File: src/rtl/vga_chars_pkg.sv
// Shared glyph codes and FSM encoding for the VGA text-box character producers.
// The text-box renderer imports the same glyph constants.
package vga_chars_pkg;

  localparam logic [6:0] CHR_SPACE  = 7'd0;
  localparam logic [6:0] CHR_BANG   = 7'd27;
  localparam logic [6:0] CHR_DIGIT0 = 7'd28;
  localparam logic [6:0] CHR_PLUS   = 7'd64;
  localparam logic [6:0] CHR_MINUS  = 7'd65;

  typedef enum logic [1:0] {
    ST_IDLE    = 2'd0,
    ST_CONVERT = 2'd1,
    ST_FORMAT  = 2'd2
  } state_e;

  // Number of BCD digits needed to hold any WIDTH-bit unsigned value.
  function automatic int dec_digits(input int width);
    return (width * 3) / 10 + 1;
  endfunction

endpackage

File: src/rtl/vga_dec_chars_dd_digit.sv
// One double-dabble correction cell: adds 3 to a BCD digit that is 5 or more,
// so the following left shift carries correctly into the next decade.
module dd_digit (
  input  logic [3:0] din,
  output logic [3:0] dout
);

  always_comb begin
    if (din >= 4'd5) begin
      dout = din + 4'd3;
    end else begin
      dout = din;
    end
  end

endmodule

File: src/rtl/vga_dec_chars.sv
// Iterative binary-to-decimal formatter producing a right-aligned glyph string
// for the VGA text-box renderer; output only changes on the FORMAT edge or reset.
module vga_dec_chars
  import vga_chars_pkg::*;
#(
  parameter int WIDTH   = 16,
  parameter int SYMBOLS = 6,
  parameter int SIGNED  = 0
) (
  input  logic                 clk,
  input  logic                 reset,
  input  logic                 start,
  input  logic [WIDTH-1:0]     value,
  output logic                 busy,
  output logic                 valid,
  output logic [7*SYMBOLS-1:0] characters,
  output logic                 overflow
);

  localparam int DIGITS = dec_digits(WIDTH);
  localparam int BCD_W  = 4 * DIGITS;
  localparam int CNT_W  = (WIDTH > 1) ? $clog2(WIDTH) : 1;

  state_e               state_q, state_d;
  logic [WIDTH-1:0]     mag_q, mag_d;
  logic [BCD_W-1:0]     bcd_q, bcd_d, bcd_adj;
  logic [CNT_W-1:0]     cnt_q, cnt_d;
  logic                 neg_q, neg_d;
  logic [7*SYMBOLS-1:0] chars_q, chars_d;
  logic                 ovf_q, ovf_d;
  logic                 valid_q, valid_d;

  logic                 value_neg;
  logic [7:0]           n_dig;
  logic [7:0]           w_req;
  logic                 fmt_ovf;
  logic [7*SYMBOLS-1:0] fmt_chars;

  genvar gi;

  generate
    for (gi = 0; gi < DIGITS; gi++) begin : g_dd
      dd_digit u_dd (
        .din  (bcd_q[4*gi +: 4]),
        .dout (bcd_adj[4*gi +: 4])
      );
    end
  endgenerate

  // State register
  always_ff @(posedge clk) begin
    if (reset) begin
      state_q <= ST_IDLE;
    end else begin
      state_q <= state_d;
    end
  end

  // Next-state logic
  always_comb begin
    state_d = state_q;
    case (state_q)
      ST_IDLE:    if (start) state_d = ST_CONVERT;
      ST_CONVERT: if (cnt_q == '0) state_d = ST_FORMAT;
      ST_FORMAT:  state_d = ST_IDLE;
      default:    state_d = ST_IDLE;
    endcase
  end

  // Output logic
  always_comb begin
    busy = (state_q != ST_IDLE);
  end

  assign valid      = valid_q;
  assign characters = chars_q;
  assign overflow   = ovf_q;

  assign value_neg = (SIGNED != 0) && value[WIDTH-1];

  always_ff @(posedge clk) begin
    if (reset) begin
      mag_q   <= '0;
      bcd_q   <= '0;
      cnt_q   <= '0;
      neg_q   <= 1'b0;
      chars_q <= '0;
      ovf_q   <= 1'b0;
      valid_q <= 1'b0;
    end else begin
      mag_q   <= mag_d;
      bcd_q   <= bcd_d;
      cnt_q   <= cnt_d;
      neg_q   <= neg_d;
      chars_q <= chars_d;
      ovf_q   <= ovf_d;
      valid_q <= valid_d;
    end
  end

  always_comb begin
    mag_d   = mag_q;
    bcd_d   = bcd_q;
    cnt_d   = cnt_q;
    neg_d   = neg_q;
    chars_d = chars_q;
    ovf_d   = ovf_q;
    valid_d = 1'b0;
    case (state_q)
      ST_IDLE: begin
        if (start) begin
          neg_d = value_neg;
          mag_d = value_neg ? (~value + WIDTH'(1)) : value;
          bcd_d = '0;
          cnt_d = CNT_W'(WIDTH - 1);
        end
      end
      ST_CONVERT: begin
        {bcd_d, mag_d} = {bcd_adj, mag_q} << 1;
        if (cnt_q != '0) begin
          cnt_d = cnt_q - CNT_W'(1);
        end
      end
      ST_FORMAT: begin
        chars_d = fmt_chars;
        ovf_d   = fmt_ovf;
        valid_d = 1'b1;
      end
      default: ;
    endcase
  end

  // Significant digit count: position of the highest non-zero digit, at least one.
  always_comb begin
    n_dig = 8'd1;
    for (int d = 0; d < DIGITS; d++) begin
      if (bcd_q[4*d +: 4] != 4'd0) begin
        n_dig = 8'(d + 1);
      end
    end
  end

  assign w_req   = n_dig + {7'd0, neg_q};
  assign fmt_ovf = (w_req > 8'(SYMBOLS));

  // Slot gi shows digit P (counted from the right), the minus sign just left
  // of the leading digit, or a blank; slots beyond the BCD range never hold digits.
  generate
    for (gi = 0; gi < SYMBOLS; gi++) begin : g_slot
      localparam int P = SYMBOLS - 1 - gi;
      logic [6:0] slot;
      if (P < DIGITS) begin : g_dig
        always_comb begin
          if (fmt_ovf) begin
            slot = CHR_BANG;
          end else if (8'(P) < n_dig) begin
            slot = CHR_DIGIT0 + {3'd0, bcd_q[4*P +: 4]};
          end else if (neg_q && (8'(P) == n_dig)) begin
            slot = CHR_MINUS;
          end else begin
            slot = CHR_SPACE;
          end
        end
      end else begin : g_pad
        always_comb begin
          if (fmt_ovf) begin
            slot = CHR_BANG;
          end else if (neg_q && (8'(P) == n_dig)) begin
            slot = CHR_MINUS;
          end else begin
            slot = CHR_SPACE;
          end
        end
      end
      assign fmt_chars[7*gi +: 7] = slot;
    end
  endgenerate

endmodule
File: config.mk
export PLATFORM = sky130hd
export DESIGN_NAME = vga_dec_chars
export DESIGN_NICKNAME = d
export VERILOG_FILES = /design/src/rtl/vga_chars_pkg.sv /design/src/rtl/vga_dec_chars_dd_digit.sv /design/src/rtl/vga_dec_chars.sv
export SDC_FILE = /design/constraint.sdc
export NUM_CORES = 1
export LEC_CHECK = 0
export ABC_AREA = 1
export CORE_MARGIN = 5
export CORE_UTILIZATION = 57
export CTS_CLUSTER_SIZE = 16
export DETAILED_ROUTE_END_ITERATION = 7
export PLACE_DENSITY = 0.85
export SLEW_MARGIN = 40
export SYNTH_ARGS = -nofsm -noshare
export SYNTH_HDL_FRONTEND = slang
export SYNTH_SLANG_ARGS = --single-unit
File: constraint.sdc
create_clock -name clk -period 2.85 [get_ports clk]
set_input_delay 0.855 -clock clk [delete_from_list [all_inputs] [get_ports clk]]
set_output_delay 0.855 -clock clk [all_outputs]
set_load 0.02 [all_outputs]
Word-level counts from Yosys, hierarchy flattened
Index checks and enable logic that the tools add are counted.
{"block": "classes", "n_addsub": 11, "magnitude_cmp": 11, "n_eq_ne": 5, "reduce_logical": 12, "mux": 31}
{"op": "6-bit 2-to-1 mux", "count": 10}
{"op": "20-bit one-hot mux with 2 select lines", "count": 1}
{"op": "16-bit one-hot mux with 2 select lines", "count": 1}
{"op": "5-bit by 4-bit adder with 6-bit output, first input constant", "count": 5}
{"op": "4-bit 2-to-1 mux", "count": 6}
{"op": "8-bit 2-to-1 mux", "count": 3}
{"op": "4-bit by 3-bit greater-or-equal comparator with 1-bit output, second input constant", "count": 5}
{"op": "20-bit 2-to-1 mux", "count": 1}
{"op": "4-bit nonzero test", "count": 5}
{"op": "4-bit by 2-bit adder with 4-bit output, second input constant", "count": 4}
{"op": "1-bit by 8-bit less-than comparator with 1-bit output, first input constant", "count": 2}
{"op": "2-bit by 8-bit less-than comparator with 1-bit output, first input constant", "count": 2}
{"op": "16-bit 2-to-1 mux", "count": 1}
{"op": "8-bit by 3-bit > comparator with 1-bit output, second input constant", "count": 1}
{"op": "3-bit by 8-bit less-than comparator with 1-bit output, first input constant", "count": 1}
{"op": "4-bit one-hot mux with 2 select lines", "count": 1}
{"op": "2-bit 2-to-1 mux", "count": 3}
{"op": "2-bit inequality test, second input constant", "count": 3}
{"op": "5-bit 2-to-1 mux", "count": 1}
{"op": "4-bit zero test", "count": 1}
{"op": "2-bit one-hot mux with 2 select lines", "count": 1}
{"op": "2-bit AND reduction", "count": 2}
{"op": "2-bit nonzero test", "count": 2}
{"op": "4-bit by 1-bit subtractor with 4-bit output, second input constant", "count": 1}
{"op": "7 further kinds", "count": 7}
{"block": "word_totals", "out_inout_bits": 45, "input_bits": 19, "wordCells": 77, "regBits": 86}

Longest topological paths before layout
Gate-level depths: netlist of the first run.
{"block": "logic_depth", "depth_word": 8, "ltp_mapped": 9, "ltp_nobuf": 9}

Hierarchy
A second synthesis of the first run with hierarchy kept.
{"block": "unflattened", "hier_cells": 496, "area_unflattened_um2": 3975.1}
{"mod": "vga_dec_chars", "seq_area_each_um2": 1481.4, "cells_per_inst": 381, "instances": 1, "area_each_um2": 3299.4}
{"mod": "dd_digit", "seq_area_each_um2": 0.0, "cells_per_inst": 23, "instances": 5, "area_each_um2": 135.1}

Worst setup path after synthesis of the first run
Ideal clock, no wire load.
{"block": "synth_path", "kind": "in2reg", "from": "input reset", "to": "register chars_q[31], in the netlist characters[31]", "arrival_ns": 1.607, "path_stages": 6, "setup_ns": 0.070, "t_required_ns": 2.780, "setup_slack_ns": 1.174, "path_cell_list": "buf_2 -> inv_1 -> buf_4 -> clkbuf_1 -> o21ai_0 -> a21oi_1"}
{"element": "start: declaration", "line": "vga_dec_chars.sv:11", "text": "input logic reset,"}
{"element": "end signal: assignment", "line": "vga_dec_chars.sv:95", "text": "chars_q <= chars_d;"}
{"element": "end: declaration", "line": "vga_dec_chars.sv:29", "text": "logic [7*SYMBOLS-1:0] chars_q, chars_d;"}

Worst setup path in the final report of the first run
{"block": "layout_path", "from": "register state_q[0]", "to": "output busy"}
{"block": "layout_via", "elab_chain_len": 1}
{"element": "start: declaration", "line": "vga_dec_chars.sv:24", "text": "state_e state_q, state_d;"}
{"element": "start signal: assignment", "line": "vga_dec_chars.sv:55", "text": "state_q <= state_d;"}
{"element": "2-bit nonzero test", "line": "vga_dec_chars.sv:72", "text": "busy = (state_q != ST_IDLE);"}
{"element": "end: declaration", "line": "vga_dec_chars.sv:14", "text": "output logic busy,"}
Every way passes these cells.

==> qor.tcl, run 1 <==
set qor(yosysTopAreaCell) {dfxtp_1}
set qor(design.core.area_um2) 6350
set qor(worstPathRequired_ps) 2000
set qor(synth-async-reset-ratio_pct) 0
set qor(critPathTopFamily) {buffers and inverters}
set qor(wl_per_cell_um) 12.78
set qor(post_synth_inst_count) 514
set qor(grt_first_pass_wirelength_mm) 13.51
set qor(clock-skew-final_ps) 11.60
set qor(synthToLayoutAreaGrowth_pct) 19.81
set qor(die_area_um2) 8217
set qor(cts_buffers) 9
set qor(finalInstanceArea_um2) 4442
set qor(netlist_top_cells_area) {dfxtp_1 40%, nand2_1 15%, ha_1 8.4%, a21oi_1 6.3%, o21ai_0 5.8%}
set qor(synth.distinct_cells) 24
set qor(drt_first_pass_iters) 4
set qor(clock_tree.buffer_depth) 2
set qor(layout-drive-gt1-share_pct) 4.965
set qor(synth_seq_area_share_pct) 39.96
set qor(cts-root-buf) {clkbuf_8}
set qor(total_leakage_power_nw) 1.945
set qor(crit_slowest_cell) {clkdlybuf4s50_1}
set qor(number_of_violations_reported_at_the_end_of_detailed_routing_iteration_0) 222
set qor(finalWorstPathRequiredPeriod_ps) 2412
set qor(cp_cell_sequence) {nor2_1, inv_1, clkdlybuf4s50_1}
set qor(dp.final_hpwl_mm) 5.577
set qor(worst-path-buf-inv) 2
set qor(floorplan.io_pins) 64
set qor(worstPathArrival_ps) 1560
set qor(slowest_delay_ps) 600
set qor(synth.top_cells.by_count) {148 x nand2_1, 74 x dfxtp_1, 47 x a21oi_1}
set qor(start_util_pct) 58.38
set qor(hold-worst-slack_ps) 467.8
set qor(number_of_global_route_vias_before_repair) 3090
set qor(finalNetCount) 603
set qor(syn_area_per_cell_um2) 7.213
set qor(slew_headroom_pct) 55.87
set qor(synthesis.yosys.warnings) 0
set qor(clkSlewWorstSetupHoldPaths_ps) 80
set qor(fin_total_pwr_mw) 2.374
set qor(synth_enable_flop_cells) 0
set qor(status) {finished clean}
set qor(timing_hold_violations_final) 0
set qor(clock.fmax_mhz) 414.6
set qor(register_bit_count_reported_by_yosys) 74
set qor(worst_setup_path_end_kind) {primary output}
set qor(vdd_drop_max_v) 0.0004075
set qor(clock_tree.htree_level_count) 3
set qor(final_min_period_over_clock_period_pct) 84.63
set qor(post-synth-top-area-fraction_pct) 39.96
set qor(placement.cell_area_um2) 4214
set qor(antenna_left) 0
set qor(clkSinkCount) 74
set qor(setup_viol) 0
set qor(route.vias.total) 3422
set qor(worstPathMaxFanout) 4
set qor(vert_die_dim_um) 90.65
set qor(worst_hold_path_type) {reg -> reg}
set qor(port-buffer-count) 55
set qor(ys.flop_type) {dfxtp_1}
set qor(yosysMostFrequentCell) {nand2_1}
set qor(insertedDiodeCount) 0
set qor(dp_worst_slack_ps) 597.5
set qor(final_max_slew_viol_count) 0
set qor(floorplan.rows) 29
set qor(fin_setup_tns_ps) 0
set qor(initial_antenna_violation_count) 0
set qor(ctsResizeCount) 0
set qor(synthesized_area_um2) 3707
set qor(drv_cap) 0
set qor(drt_drc_violations_left) 0
set qor(globalRoute.totalOverflow) 0
set qor(fillers) 506
set qor(post_drt_via_cell_ratio) 5.339
set qor(final_estimated_routing_congestion_in_global_placement) 0.8518
set qor(start_kind) {flip-flop}
set qor(hold_buffers) 0
set qor(rsz0062_at_grt) {no}
set qor(tritoncts) {done}
set qor(wirelength_mm) 8.192
set qor(chipWidth_um) 90.65
set qor(post-cts-setup-buffer-count) 0
set qor(powerDensity_nw_per_um2) 534.4
set qor(setup.worst_path.class) {reg -> out}
set qor(grt_usage_pct) 19.51
set qor(timing.final.ws_setup_ps) 437.9
set qor(worstSkewPairLatency_ps) 360
set qor(tightestPinTransition_ps) 661.2
set qor(grt_max_degree) 32
==> worst min-delay path: cells and delay by family (launching register included) <==
| family | cells | cell delay [ps] |
|---|---|---|
| DFF | 1 | 320 |
| and+or+nand+nor | 1 | 60 |
| AOI/OAI and AO/OA | 1 | 50 |
==> report_power, final <==
group | switching, mW | internal, mW
combinational | 0.195 | 0.122
clock | 0.411 | 0.518
sequential | 0.0348 | 1.09
==> layout make-up <==
class | instances | area [um^2] | share of cell area [%]
timing repair buffer | 62 | 603.1 | 13.58
tap | 77 | 96.34 | 2.169
multi-input combinational | 363 | 1849 | 41.63
sequential | 74 | 1481 | 33.35
clock buffer | 10 | 137.6 | 3.099
inverter | 49 | 183.9 | 4.141
clock inverter | 6 | 90.09 | 2.028
==> placed cells by master (no fill, tap or decap), types with 3 or more instances in the layout <==
master,count
clkdlybuf4s50_1,55
a21oi_1,47
o211a_1,3
buf_4,7
o21ai_0,43
dfxtp_1,74
inv_1,46
nand3_1,30
conb_1,8
ha_1,25
nand2_1,148
nand4_1,16
clkbuf_8,10
a31oi_1,15
nor2_1,22
==> logic make-up after synthesis <==
logic type | Yosys count | synth area share [%]
other | 1 | 0.1012
adders and majority gates | 25 | 8.437
buffers and inverters | 84 | 10.87
and+or+nand+nor | 220 | 24.87
AOI/OAI and AO/OA | 110 | 15.76
DFF | 74 | 39.96
==> registers in the layout (all words and copies together), names as in the netlist <==
signal and count:
state_q 2, mag_q 16, valid 1, characters 31
cnt_q 4, bcd_q 20
==> path summary, 6_finish.rpt <==
kind,from,endpoint,slack [ps],cells past startpoint
setup / recovery,state_q[0],busy,440,3
hold / removal,mag_q[0],mag_q[0],470,2
setup reg to reg,bcd_q[19],characters[33],1100,7
hold reg to reg,mag_q[0],mag_q[0],470,2
==> stage by stage <==
| stage | utilization [%] | instances |
|---|---|---|
| floorplan | - | 521 |
| global placement | 66.36 | 625 |
| detailed placement | 66.36 | 625 |
| CTS | 69.95 | 641 |
| global route | 69.95 | 641 |
| finish | 69.95 | 641 |
==> routing by layer <==
layer	track usage (%)	part of all wire, %
met1	23.19	44
met2	33.35	47
met3	4.417	6.5
met4	8.561	2.3
met5	0	0
(Power assumes the default switching activity.)
==> run 2: changes to the inputs <==
CORE_UTILIZATION = 48   (was 57)
PLACE_DENSITY = 0.76   (was 0.85)
clock period = 2.1 ns   (was 2.85 ns; I/O delays follow)
==> run 2 against run 1 <==
  * Die area is 17% higher
  * Sequential share of layout area is 0.29 points lower
  * Sequential power is 35% higher
  * Combinational power is 41% higher
  * Flip-flop and latch count stayed put
  * Clock-buffer cell count stayed put
==> qor.tcl, run 2 (synthesized netlist as in run 1, its figures left out) <==
set qor(synthToLayoutAreaGrowth_pct) 20.96
set qor(port-buffer-count) 55
set qor(number_of_violations_reported_at_the_end_of_detailed_routing_iteration_0) 132
set qor(worst_setup_path_end_kind) {primary output}
set qor(wirelength_mm) 7.812
set qor(vert_die_dim_um) 97.89
set qor(final_max_slew_viol_count) 0
set qor(vdd_drop_max_v) 0.0005190
set qor(worstSkewPairLatency_ps) 350
set qor(setup_viol) 0
set qor(grt_first_pass_wirelength_mm) 13.70
set qor(chipWidth_um) 97.89
set qor(finalInstanceArea_um2) 4484
set qor(hold_buffers) 0
set qor(post_layout_nonfiller_instances) 669
set qor(numPlacedInstances) 653
set qor(flip_flop_count_of_the_largest_register_all_copies_and_words_added) 31
set qor(design.core.area_um2) 7607
set qor(globalRoute.totalOverflow) 0
set qor(layout-drive-gt1-share_pct) 5.644
set qor(initial_antenna_violation_count) 0
set qor(floorplan.rows) 32
set qor(worst-path-buf-inv) 1
set qor(drt_drc_violations_left) 0
set qor(mostFrequentLayoutCell) {nand2_1}
set qor(dp.final_hpwl_mm) 5.582
set qor(worst_hold_path_type) {reg -> reg}
set qor(grt_max_degree) 31
set qor(finalNetCount) 606
set qor(floorplan.io_pins) 64
set qor(clock_tree.htree_level_count) 3
set qor(fin_setup_tns_ps) 0
set qor(tritoncts) {done}
set qor(wl_per_cell_um) 11.68
set qor(powerDensity_nw_per_um2) 691.0
set qor(final_min_period_over_clock_period_pct) 95.97
set qor(insertedDiodeCount) 0
set qor(start_kind) {flip-flop}
set qor(die_area_um2) 9581
set qor(drv_cap) 0
set qor(cts_buffers) 9
set qor(final_estimated_routing_congestion_in_global_placement) 0.8495
set qor(drt_first_pass_iters) 6
set qor(ctsResizeCount) 2
set qor(route.vias.total) 3359
set qor(post-cts-setup-buffer-count) 0
set qor(mostFrequentLayoutCells) {148 x nand2_1, 73 x dfxtp_1, 54 x clkdlybuf4s50_1, 47 x a21oi_1, 46 x inv_1}
set qor(number_of_global_route_vias_before_repair) 3136
set qor(use_met3_pct) 4.071
set qor(post_drt_via_cell_ratio) 5.021
set qor(total_leakage_power_nw) 1.961
set qor(crit_slowest_cell) {clkdlybuf4s50_1}
set qor(rsz0062_at_grt) {no}
set qor(multi_input_comb_area_um2) 1849
set qor(clkSlewWorstSetupHoldPaths_ps) 80
set qor(grt_use_met1_pct) 21.41
set qor(cts-root-buf) {clkbuf_8}
set qor(placement.cell_area_um2) 4280
set qor(grt_busiest_layer) {met2}
set qor(antenna_left) 0
set qor(clkSinkCount) 74
set qor(use_met2_pct) 26.65
set qor(finalWorstPathRequiredPeriod_ps) 2015
set qor(finalCoreUtilization_pct) 58.95
set qor(clock_tree.buffer_depth) 2
set qor(cp_cell_sequence) {clkdlybuf4s50_1}
set qor(slowest_delay_ps) 640
set qor(timing_hold_violations_final) 0
set qor(worstPathArrival_ps) 1390
set qor(worstPathRequired_ps) 1470
set qor(status) {finished clean}
set qor(setup.worst_path.class) {reg -> out}
set qor(clock-skew-final_ps) 11.65
set qor(area.sequential_um2) 1483
set qor(clock.fmax_mhz) 496.2
set qor(grt_usage_pct) 16.60
set qor(start_util_pct) 48.73
set qor(critPathTopFamily) {buffers and inverters}
set qor(worstPathMaxFanout) 6
set qor(fillers) 738
set qor(fin_total_pwr_mw) 3.099
==> run 2: changes by cell type in the layout (fill, tap and decap cells not counted), sizes merged <==
cell           previous run  this run
buf                       7        10
bufinv                    2         1
clkdlybuf4s50            55        54
clkinv                    4         6
clkinvlp                  1         0
dlygate4sd2               0         1
==> run 2: metal layers <==
| layer | vias up | routed length (um) | part of all wire, % |
|---|---|---|---|
| li1 | 1767 | - | - |
| met1 | 1499 | 3732 | 48 |
| met2 | 84 | 3524 | 45 |
| met3 | 9 | 471 | 6.0 |
| met4 | 0 | 82 | 1.0 |
| met5 | - | 0 | 0 |
==> run 2: layout make-up <==
type | count | area share [%]
tap | 102 | 2.846
clock inverter | 6 | 1.479
inverter | 49 | 4.102
multi-input combinational | 363 | 41.24
timing repair buffer | 65 | 14.20
clock buffer | 10 | 3.069
sequential | 74 | 33.06
==> run 2: final timing paths <==
kind | start | endpoint | slack (ps) | depth (start not counted)
setup / recovery | characters[4] | characters[3] | 80 | 1
hold / removal | characters[40] | characters[40] | 470 | 2
setup reg to reg | bcd_q[18] | characters[30] | 390 | 7
hold reg to reg | characters[40] | characters[40] | 470 | 2
==> run 2: stage by stage <==
step | hold slack [ps] | setup slack [ps]
after global routing | 495.6 | 16.13
after detailed placement | 461.2 | 301.1
after floorplan | 440.1 | 648.5
after global placement | 452.5 | 310.3
after CTS | 473.9 | 52.24
final | 472.0 | 84.62
==> run 2: power by group <==
part           internal (mW)  switching, mW
logic                  0.179          0.268
clock network          0.583          0.539
registers               1.48         0.0455
